## src/rtl/eth_tx_frame_arbiter.sv

```systemverilog
// Frame-granular round-robin arbiter feeding the MAC TX FIFO from NUM_SRC AXI-stream sources.
// Frames longer than MAX_BEATS are cut short, flagged bad, and their remaining beats are discarded.
module eth_tx_frame_arbiter #(
  parameter int NUM_SRC         = 4,
  parameter int AXIS_DATA_WIDTH = 8,
  parameter int AXIS_KEEP_WIDTH = 1,
  parameter int MAX_BEATS       = 1518,
  parameter int COUNT_WIDTH     = 32
) (
  input  logic                               logic_clk,
  input  logic                               logic_rst_n,
  input  logic [NUM_SRC*AXIS_DATA_WIDTH-1:0] s_axis_tdata,
  input  logic [NUM_SRC*AXIS_KEEP_WIDTH-1:0] s_axis_tkeep,
  input  logic [NUM_SRC-1:0]                 s_axis_tvalid,
  output logic [NUM_SRC-1:0]                 s_axis_tready,
  input  logic [NUM_SRC-1:0]                 s_axis_tlast,
  input  logic [NUM_SRC-1:0]                 s_axis_tuser,
  output logic [AXIS_DATA_WIDTH-1:0]         m_axis_tdata,
  output logic [AXIS_KEEP_WIDTH-1:0]         m_axis_tkeep,
  output logic                               m_axis_tvalid,
  input  logic                               m_axis_tready,
  output logic                               m_axis_tlast,
  output logic                               m_axis_tuser,
  input  logic                               tx_enable,
  output logic [$clog2(NUM_SRC)-1:0]         grant,
  output logic                               busy,
  output logic [COUNT_WIDTH-1:0]             frame_count,
  output logic [COUNT_WIDTH-1:0]             abort_count
);

  localparam int GW = $clog2(NUM_SRC);
  localparam int BW = $clog2(MAX_BEATS);
  localparam logic [BW-1:0] LAST_BEAT = BW'(MAX_BEATS - 1);
  localparam logic [GW-1:0] LAST_SRC  = GW'(NUM_SRC - 1);

  typedef enum logic [1:0] {IDLE, PASS, DROP} state_t;

  state_t        state;
  logic [GW-1:0] rr_ptr;
  logic [BW-1:0] beat_cnt;

  logic [AXIS_DATA_WIDTH-1:0] sel_tdata;
  logic [AXIS_KEEP_WIDTH-1:0] sel_tkeep;
  logic                       sel_tvalid;
  logic                       sel_tlast;
  logic                       sel_tuser;
  logic [NUM_SRC-1:0]         grant_onehot;
  logic [NUM_SRC-1:0]         rot_valid;
  logic [GW-1:0]              rr_next;
  logic [GW-1:0]              grant_inc;
  logic                       xfer;
  logic                       at_limit;

  // NOTE: every signal assigned in an always_comb gets a default first so no path leaves it unassigned (no latch).
  always_comb begin
    sel_tdata  = '0;
    sel_tkeep  = '0;
    sel_tvalid = 1'b0;
    sel_tlast  = 1'b0;
    sel_tuser  = 1'b0;
    for (int i = 0; i < NUM_SRC; i++) begin
      if (grant == GW'(i)) begin
        sel_tdata  = s_axis_tdata[i*AXIS_DATA_WIDTH +: AXIS_DATA_WIDTH];
        sel_tkeep  = s_axis_tkeep[i*AXIS_KEEP_WIDTH +: AXIS_KEEP_WIDTH];
        sel_tvalid = s_axis_tvalid[i];
        sel_tlast  = s_axis_tlast[i];
        sel_tuser  = s_axis_tuser[i];
      end
    end
  end

  // Rotate the valid vector so bit 0 is rr_ptr; the first set bit is the next winner.
  always_comb begin
    int sum;
    rot_valid = NUM_SRC'({s_axis_tvalid, s_axis_tvalid} >> rr_ptr);
    rr_next   = rr_ptr;
    sum       = 0;
    for (int off = NUM_SRC - 1; off >= 0; off--) begin
      if (rot_valid[off]) begin
        sum = int'(rr_ptr) + off;
        if (sum >= NUM_SRC) sum = sum - NUM_SRC;
        rr_next = GW'(sum);
      end
    end
  end

  assign grant_onehot = NUM_SRC'(1) << grant;
  assign grant_inc    = (grant == LAST_SRC) ? '0 : grant + 1'b1;
  assign at_limit     = (beat_cnt == LAST_BEAT);
  assign xfer         = m_axis_tvalid && m_axis_tready;
  assign busy         = (state != IDLE);
  assign m_axis_tdata = sel_tdata;
  assign m_axis_tkeep = sel_tkeep;

  always_comb begin
    m_axis_tvalid = 1'b0;
    m_axis_tlast  = 1'b0;
    m_axis_tuser  = 1'b0;
    s_axis_tready = '0;
    case (state)
      PASS: begin
        m_axis_tvalid = sel_tvalid;
        m_axis_tlast  = sel_tlast || at_limit;
        m_axis_tuser  = sel_tuser || (at_limit && !sel_tlast);
        s_axis_tready = grant_onehot & {NUM_SRC{m_axis_tready}};
      end
      DROP:    s_axis_tready = grant_onehot;
      default: ;
    endcase
  end

  // NOTE: sequential state uses non-blocking assignments so every register samples pre-edge values.
  always_ff @(posedge logic_clk) begin
    if (!logic_rst_n) begin
      state       <= IDLE;
      rr_ptr      <= '0;
      grant       <= '0;
      beat_cnt    <= '0;
      frame_count <= '0;
      abort_count <= '0;
    end else begin
      case (state)
        IDLE: begin
          if (tx_enable && |s_axis_tvalid) begin
            grant    <= rr_next;
            beat_cnt <= '0;
            state    <= PASS;
          end
        end
        PASS: begin
          if (xfer) begin
            beat_cnt <= beat_cnt + 1'b1;
            if (sel_tlast) begin
              frame_count <= frame_count + 1'b1;
              rr_ptr      <= grant_inc;
              state       <= IDLE;
            end else if (at_limit) begin
              abort_count <= abort_count + 1'b1;
              rr_ptr      <= grant_inc;
              state       <= DROP;
            end
          end
        end
        DROP: begin
          if (sel_tvalid && sel_tlast) state <= IDLE;
        end
        default: state <= IDLE;
      endcase
    end
  end

endmodule
```

## config.mk

```make
export PLATFORM = sky130hd
export DESIGN_NAME = eth_tx_frame_arbiter
export DESIGN_NICKNAME = d
export VERILOG_FILES = /design/src/rtl/eth_tx_frame_arbiter.sv
export SDC_FILE = /design/constraint.sdc
export NUM_CORES = 1
export LEC_CHECK = 0
export BUFFER_PORTS_ARGS = -buffer_cell sky130_fd_sc_hd__buf_4
export CORE_MARGIN = 8
export CORE_UTILIZATION = 48
export CTS_CLUSTER_SIZE = 24
export DETAILED_ROUTE_END_ITERATION = 8
export PLACE_DENSITY = 0.84
export SETUP_SLACK_MARGIN = 0.15
export SLEW_MARGIN = 5
export SYNTH_ARGS = -nofsm -noshare
export SYNTH_HDL_FRONTEND = slang
export SYNTH_SLANG_ARGS = --single-unit
```

## constraint.sdc

```tcl
create_clock -name logic_clk -period 2.6 [get_ports logic_clk]
set_clock_uncertainty 0.2 [all_clocks]
set_input_delay 0.26 -clock logic_clk [delete_from_list [all_inputs] [get_ports logic_clk]]
set_output_delay 0.26 -clock logic_clk [all_outputs]
set_load 0.02 [all_outputs]
```

Word level (Yosys, flattened, before mapping)

Cells that the tools add are included.
Widths: inputs -> output; s select.

Bits in registers: 81
Input bits: 52
Word-level logic and storage cells: 98

$add $sub $neg: 11
Magnitude comparators: 4
Eq/ne operators: 10
Shifts and indexed selects: 2
Mux-type cells: 44
Bitwise operators: 2
Reduce and logical (&&, ||, !) cells: 19

Operators by type and width:

| cell                  | count |
|---|---|
| $add 32x1->32 const B | 2 |
| $mux 2                | 16 |
| $mux 8                | 4 |
| $mux 11               | 2 |
| $pmux 11 s2           | 1 |
| $mux 1                | 19 |
| $add 11x1->11 const B | 1 |
| $eq 11x11->1 const B  | 1 |
| $ge 3x3->1 const B    | 3 |
| $reduce_and 3->1      | 3 |
| $pmux 4 s2            | 1 |
| $reduce_and 4->1      | 2 |
| $shr 8x2->4           | 1 |
| $sub 2x1->2 const B   | 4 |
| $add 2x2->3 const B   | 2 |
| $eq 2x2->1 const B    | 3 |
| $ne 2x2->1 const B    | 3 |
| $pmux 2 s3            | 1 |
| $reduce_bool 2->1     | 3 |
| $and 4x4->4           | 1 |
| $eq 2x1->1 const B    | 2 |
| $logic_and 1x1->1     | 4 |
| $logic_not 2->1       | 2 |
| $reduce_or 4->1       | 1 |
| 9 further kinds       | 10 |

Logic depth before layout (Yosys ltp)

Depth after elaboration: 9
Mapped depth: 10
Mapped depth without buffers: 7

Least setup slack after synthesis

No wires, ideal clock.

Kind: reg-to-reg
Start point: reg grant[0]
End point: reg abort_count[15]
Arrival: 2512 ps
Path slack: -183 ps
Cell stages (with the launch flop): 11
Clock period less this slack: 2783 ps
Cells stage by stage: dfxtp_1 > inv_1 > ha_1 > clkbuf_1 > a211oi_1 > a211o_1 > buf_2 > nand3_1 > clkbuf_1 > or4_1 > a21oi_1

Cells in the longest elaborated chain, start to end: 8
Elaborated cells between the ends (all ways): 16
Classes of those cells: 3 x eq/ne; 9 x mux; 1 x bitwise; 3 x reduce/logical

RTL lines:

| item                                | line | RTL |
|---|---|---|
| start, declared                     | 25   | `output logic [$clog2(NUM_SRC)-1:0] grant,` |
| start signal, assigned              | 125  | `grant <= rr_next;` |
| $logic_not 2->1                     | 62   | `if (grant == GW'(i)) begin` |
| $mux 1 (4 in series)                | 62   |  |
| $mux 1                              | 100  | `case (state)` |
| $logic_and 1x1->1                   | 90   | `assign xfer = m_axis_tvalid && m_axis_tready;` |
| $reduce_and 4->1 (no source line) * | -    |  |
| end signal, assigned                | 138  | `abort_count <= abort_count + 1'b1;` |
| end, declared                       | 28   | `output logic [COUNT_WIDTH-1:0] abort_count` |

Mark *: on every way between the ends. The rest lies on a longest branch, timed or not.
A chain may end at the register's enable or synchronous reset.

Worst setup path after layout

Start point: reg grant[0]
End point: reg frame_count[28]

Cells in the longest elaborated chain, start to end: 8
Elaborated cells between the ends (all ways): 15
Classes of those cells: 3 x eq/ne; 9 x mux; 3 x reduce/logical

RTL lines:

| item                                | line | RTL |
|---|---|---|
| $logic_not 2->1                     | 62   |  |
| $mux 1 (4 in series)                | 62   |  |
| $mux 1                              | 100  |  |
| $logic_and 1x1->1                   | 90   |  |
| $reduce_and 3->1 (no source line) * | -    |  |
| end signal, assigned                | 134  | `frame_count <= frame_count + 1'b1;` |
| end, declared                       | 27   | `output logic [COUNT_WIDTH-1:0] frame_count,` |

Marks and branches as above.

==> impl_metrics.yaml <==
setup_path:
  cp_max_fo: 8
  cp-start-kind: "flip-flop"
  critical_path_required_ns: 2.68
  cp-end-kind: "flip-flop"
  critPathKind: "flip-flop to flip-flop"
  arrival_ns: 2.72
global_route:
  met2_usage_pct: 35.5
  grtUsageMet3_pct: 5.63
  use_met1_pct: 25.7
  grt_pass1_vias: 5010
  grt_start_max_net_pins: 55
  grt-ovfl-total: 0
  antenna_found_initial: 0
  grt_usage_pct: 21.3
  grt_first_pass_wirelength_um: 23600
  grt.busiest_layer: "met2"
cells_and_area:
  fillers: 653
  seqCellArea_mm2: 0.00163
  syn_to_final_growth_pct: 51.1
  utilization_pct: 74.2
  post_route_cells_drive_above_1_share_pct: 37.5
  multi_input_area_mm2: 0.00345
  nets: 847
  antennaDiodeCount: 0
  final_area_mm2: 0.00722
synth:
  synth-seq-cells: 81
  async_flop_share_pct: 0
  syn-cell-area_mm2: 0.00478
  syn_avg_cell_area_um2: 7.89
  synthFlopType: "dfxtp_1"
  syn-num-nets: 669
  synth.yosys.seq_area_share_pct: 33.9
  netlist_instances: 606
  yosysUniqueCellTypes: 51
  yosys_warnings: 0
  synth_edf_count: 0
detailed_routing:
  drc: 0
  via_count: 5766
  initialDrtViolationCount: 598
  via_per_inst: 6.25
  post_drt_wl_per_cell_um: 18.9
  drt_first_pass_iters: 5
  wl_um: 17500
  ant_nets: 0
power:
  leakage_nw: 2.84
  power_density_mw_per_mm2: 474
  finalPower_mw: 3.42
  peakVddDrop_mv: 0.352
floorplanning:
  rows: 36
  top_level_ports: 135
  core-area_mm2: 0.00973
  initial_core_util_pct: 49.1
  dieArea_mm2: 0.0134
  fp.dieW_um: 116
  die_y_um: 116
cts:
  clockBufferDepth: 2
  clkSinkCount: 81
  htree_levels: 3
  root_buffer: "clkbuf_8"
  cts_tree: "built"
  cts_made_buffers: 9
  clk_pin_slew_ns: 0.08
  clk_latency_ns: 0.36
  hold_buffers: 0
timing:
  slew_violations: 0
  worst_pin_slew_ns: 0.783
  slew_headroom_pct: 47.7
  fmax_mhz: 379
  min_period_ns: 2.64
  setup_violations: 5
  setup_ws_ns: -0.0396
  rsz0062_at_grt: "yes"
  hold_viol: 0
  period_share_pct: 102
placement:
  dp_hpwl_um: 10800
  portBuffers: 134
  gp_congestion: 0.837
  dpl_cell_area_mm2: 0.00610
hold_path:
  hold_path.class: "primary input to flip-flop"
run:
  max_cap_viol_count: 0
run_status:
  violations: "negative setup slack"
  status: "finished, violations left"
[per-layer routing]
metal | routed length (µm) | vias to the layer above
li1 | - | 2663
met1 | 6740 | 2786
met2 | 9030 | 278
met3 | 1300 | 39
met4 | 382 | 0
met5 | 0 | -
[final cells by class]
| class | instances | share of cell area (%) |
|---|---|---|
| well taps | 133 | 2.30 |
| inverters | 22 | 1.20 |
| repair buffers | 202 | 23.1 |
| multi-input cells | 468 | 47.8 |
| clock inverters | 5 | 0.849 |
| clock buffers | 11 | 2.11 |
| flip-flops and latches | 81 | 22.6 |
[per-stage QoR]
stage          TNS, ns  setup slack [ns]  instances  hold slack (ns)
2_1_floorplan        0             0.121        606            0.210
3_3_place_gp         0            0.0149        864            0.255
3_5_place_dp    -0.550            -0.109        864            0.260
4_1_cts              0            0.0890        888           0.0862
5_1_grt          -1.96            -0.123        922            0.105
6_report       -0.0584           -0.0396        922            0.109
[worst max-delay path, stage by stage (launching register included)]
cell and delay, ns:
dfxtp_4 0.38, inv_2 0.09, ha_2 0.23, nand3b_1 0.16, a211oi_4 0.28, buf_12 0.17, nand4_1 0.19, buf_6 0.20
or4_1 0.50, a21oi_1 0.16
[cells in the mapped netlist, types with 2 or more instances]
master / number / area, µm²
xor2_1: 3 / 26.3
nand4b_1: 2 / 17.5
clkbuf_1: 32 / 120
a211oi_1: 4 / 30.0
nand2b_1: 14 / 87.6
and2_1: 7 / 43.8
a221oi_1: 3 / 26.3
nand3b_1: 2 / 15.0
and3_1: 10 / 62.6
o31ai_1: 32 / 240
nor3_1: 3 / 15.0
a31oi_1: 2 / 12.5
o31a_1: 2 / 17.5
nor4b_1: 3 / 26.3
nor4_1: 14 / 87.6
dfxtp_1: 81 / 1620
o41ai_1: 4 / 35.0
nand3_1: 28 / 140
ha_1: 11 / 138
a21oi_1: 64 / 320
o21a_1: 5 / 37.5
buf_2: 3 / 15.0
nand4_1: 22 / 138
a22oi_1: 11 / 82.6
nor3b_1: 3 / 22.5
o22ai_1: 3 / 18.8
o21ai_0: 32 / 160
or4_1: 30 / 225
nand2_1: 52 / 195
inv_1: 20 / 75.1
nor2_1: 30 / 113
and4_1: 10 / 87.6
nor2b_1: 7 / 43.8
or3_1: 19 / 119
or2_2: 2 / 12.5
a211o_1: 3 / 26.3
mux2i_1: 18 / 180
o311ai_0: 2 / 17.5
[registers in the layout, summed over array words and instances, names as in the netlist]
| signal | count |
|---|---|
| frame_count | 32 |
| beat_cnt | 11 |
| state | 2 |
| abort_count | 32 |
| rr_ptr | 2 |
| grant | 2 |
[cells by family after synthesis]
family | synth area share (%)
and+or+nand+nor | 30.9
AOI/OAI and AO/OA | 23.3
DFF | 33.9
buffers and inverters | 4.55
muxes | 3.77
adders and majority gates | 2.88
xor gates and xnor gates | 0.733
[report_power, final]
part           leakage (nW)  internal [mW]  switching, mW
logic                  2.09          0.510          0.624
registers             0.655           1.26         0.0261
clock network        0.0973          0.506          0.498
[what timing repair did]
action / in CTS / in global routing
endpoints found under the setup margin: 68 / 73
buffers inserted: 8 / 29
gates resized for setup: 23 / 101
cloned: 0 / 5
pin swaps: 5 / 45
[final timing paths]
kind / start / endpoint / slack (ns) / depth (start not counted)
setup / recovery: grant[0] / frame_count[28] / -0.04 / 9
hold / removal: s_axis_tvalid[1] / grant[1] / 0.11 / 3
setup reg to reg: grant[0] / frame_count[28] / -0.04 / 9
hold reg to reg: state[1] / state[1] / 0.29 / 2
[layout by cell type (no fill, tap or decap), types with 4 or more instances in the layout]
cell type and count:
buf_4 175, dfxtp_1 78, nand2_1 51, a21oi_1 49
nor2_1 29, o31ai_1 28, nand3_1 27, o21ai_0 24
nand4_1 22, or4_1 20, buf_6 20, inv_1 18
mux2i_1 18, or3_1 17, a21oi_2 15, nand2b_1 14
and3_1 10, or4_4 10, and4_1 10, a22oi_1 9
clkbuf_8 9, o21ai_1 8, nor4_4 8, ha_1 7
and2_1 6, o21a_1 5, nor2b_1 4, o41ai_1 4
nor4_1 4, buf_12 4
(Power assumes the default switching activity.)
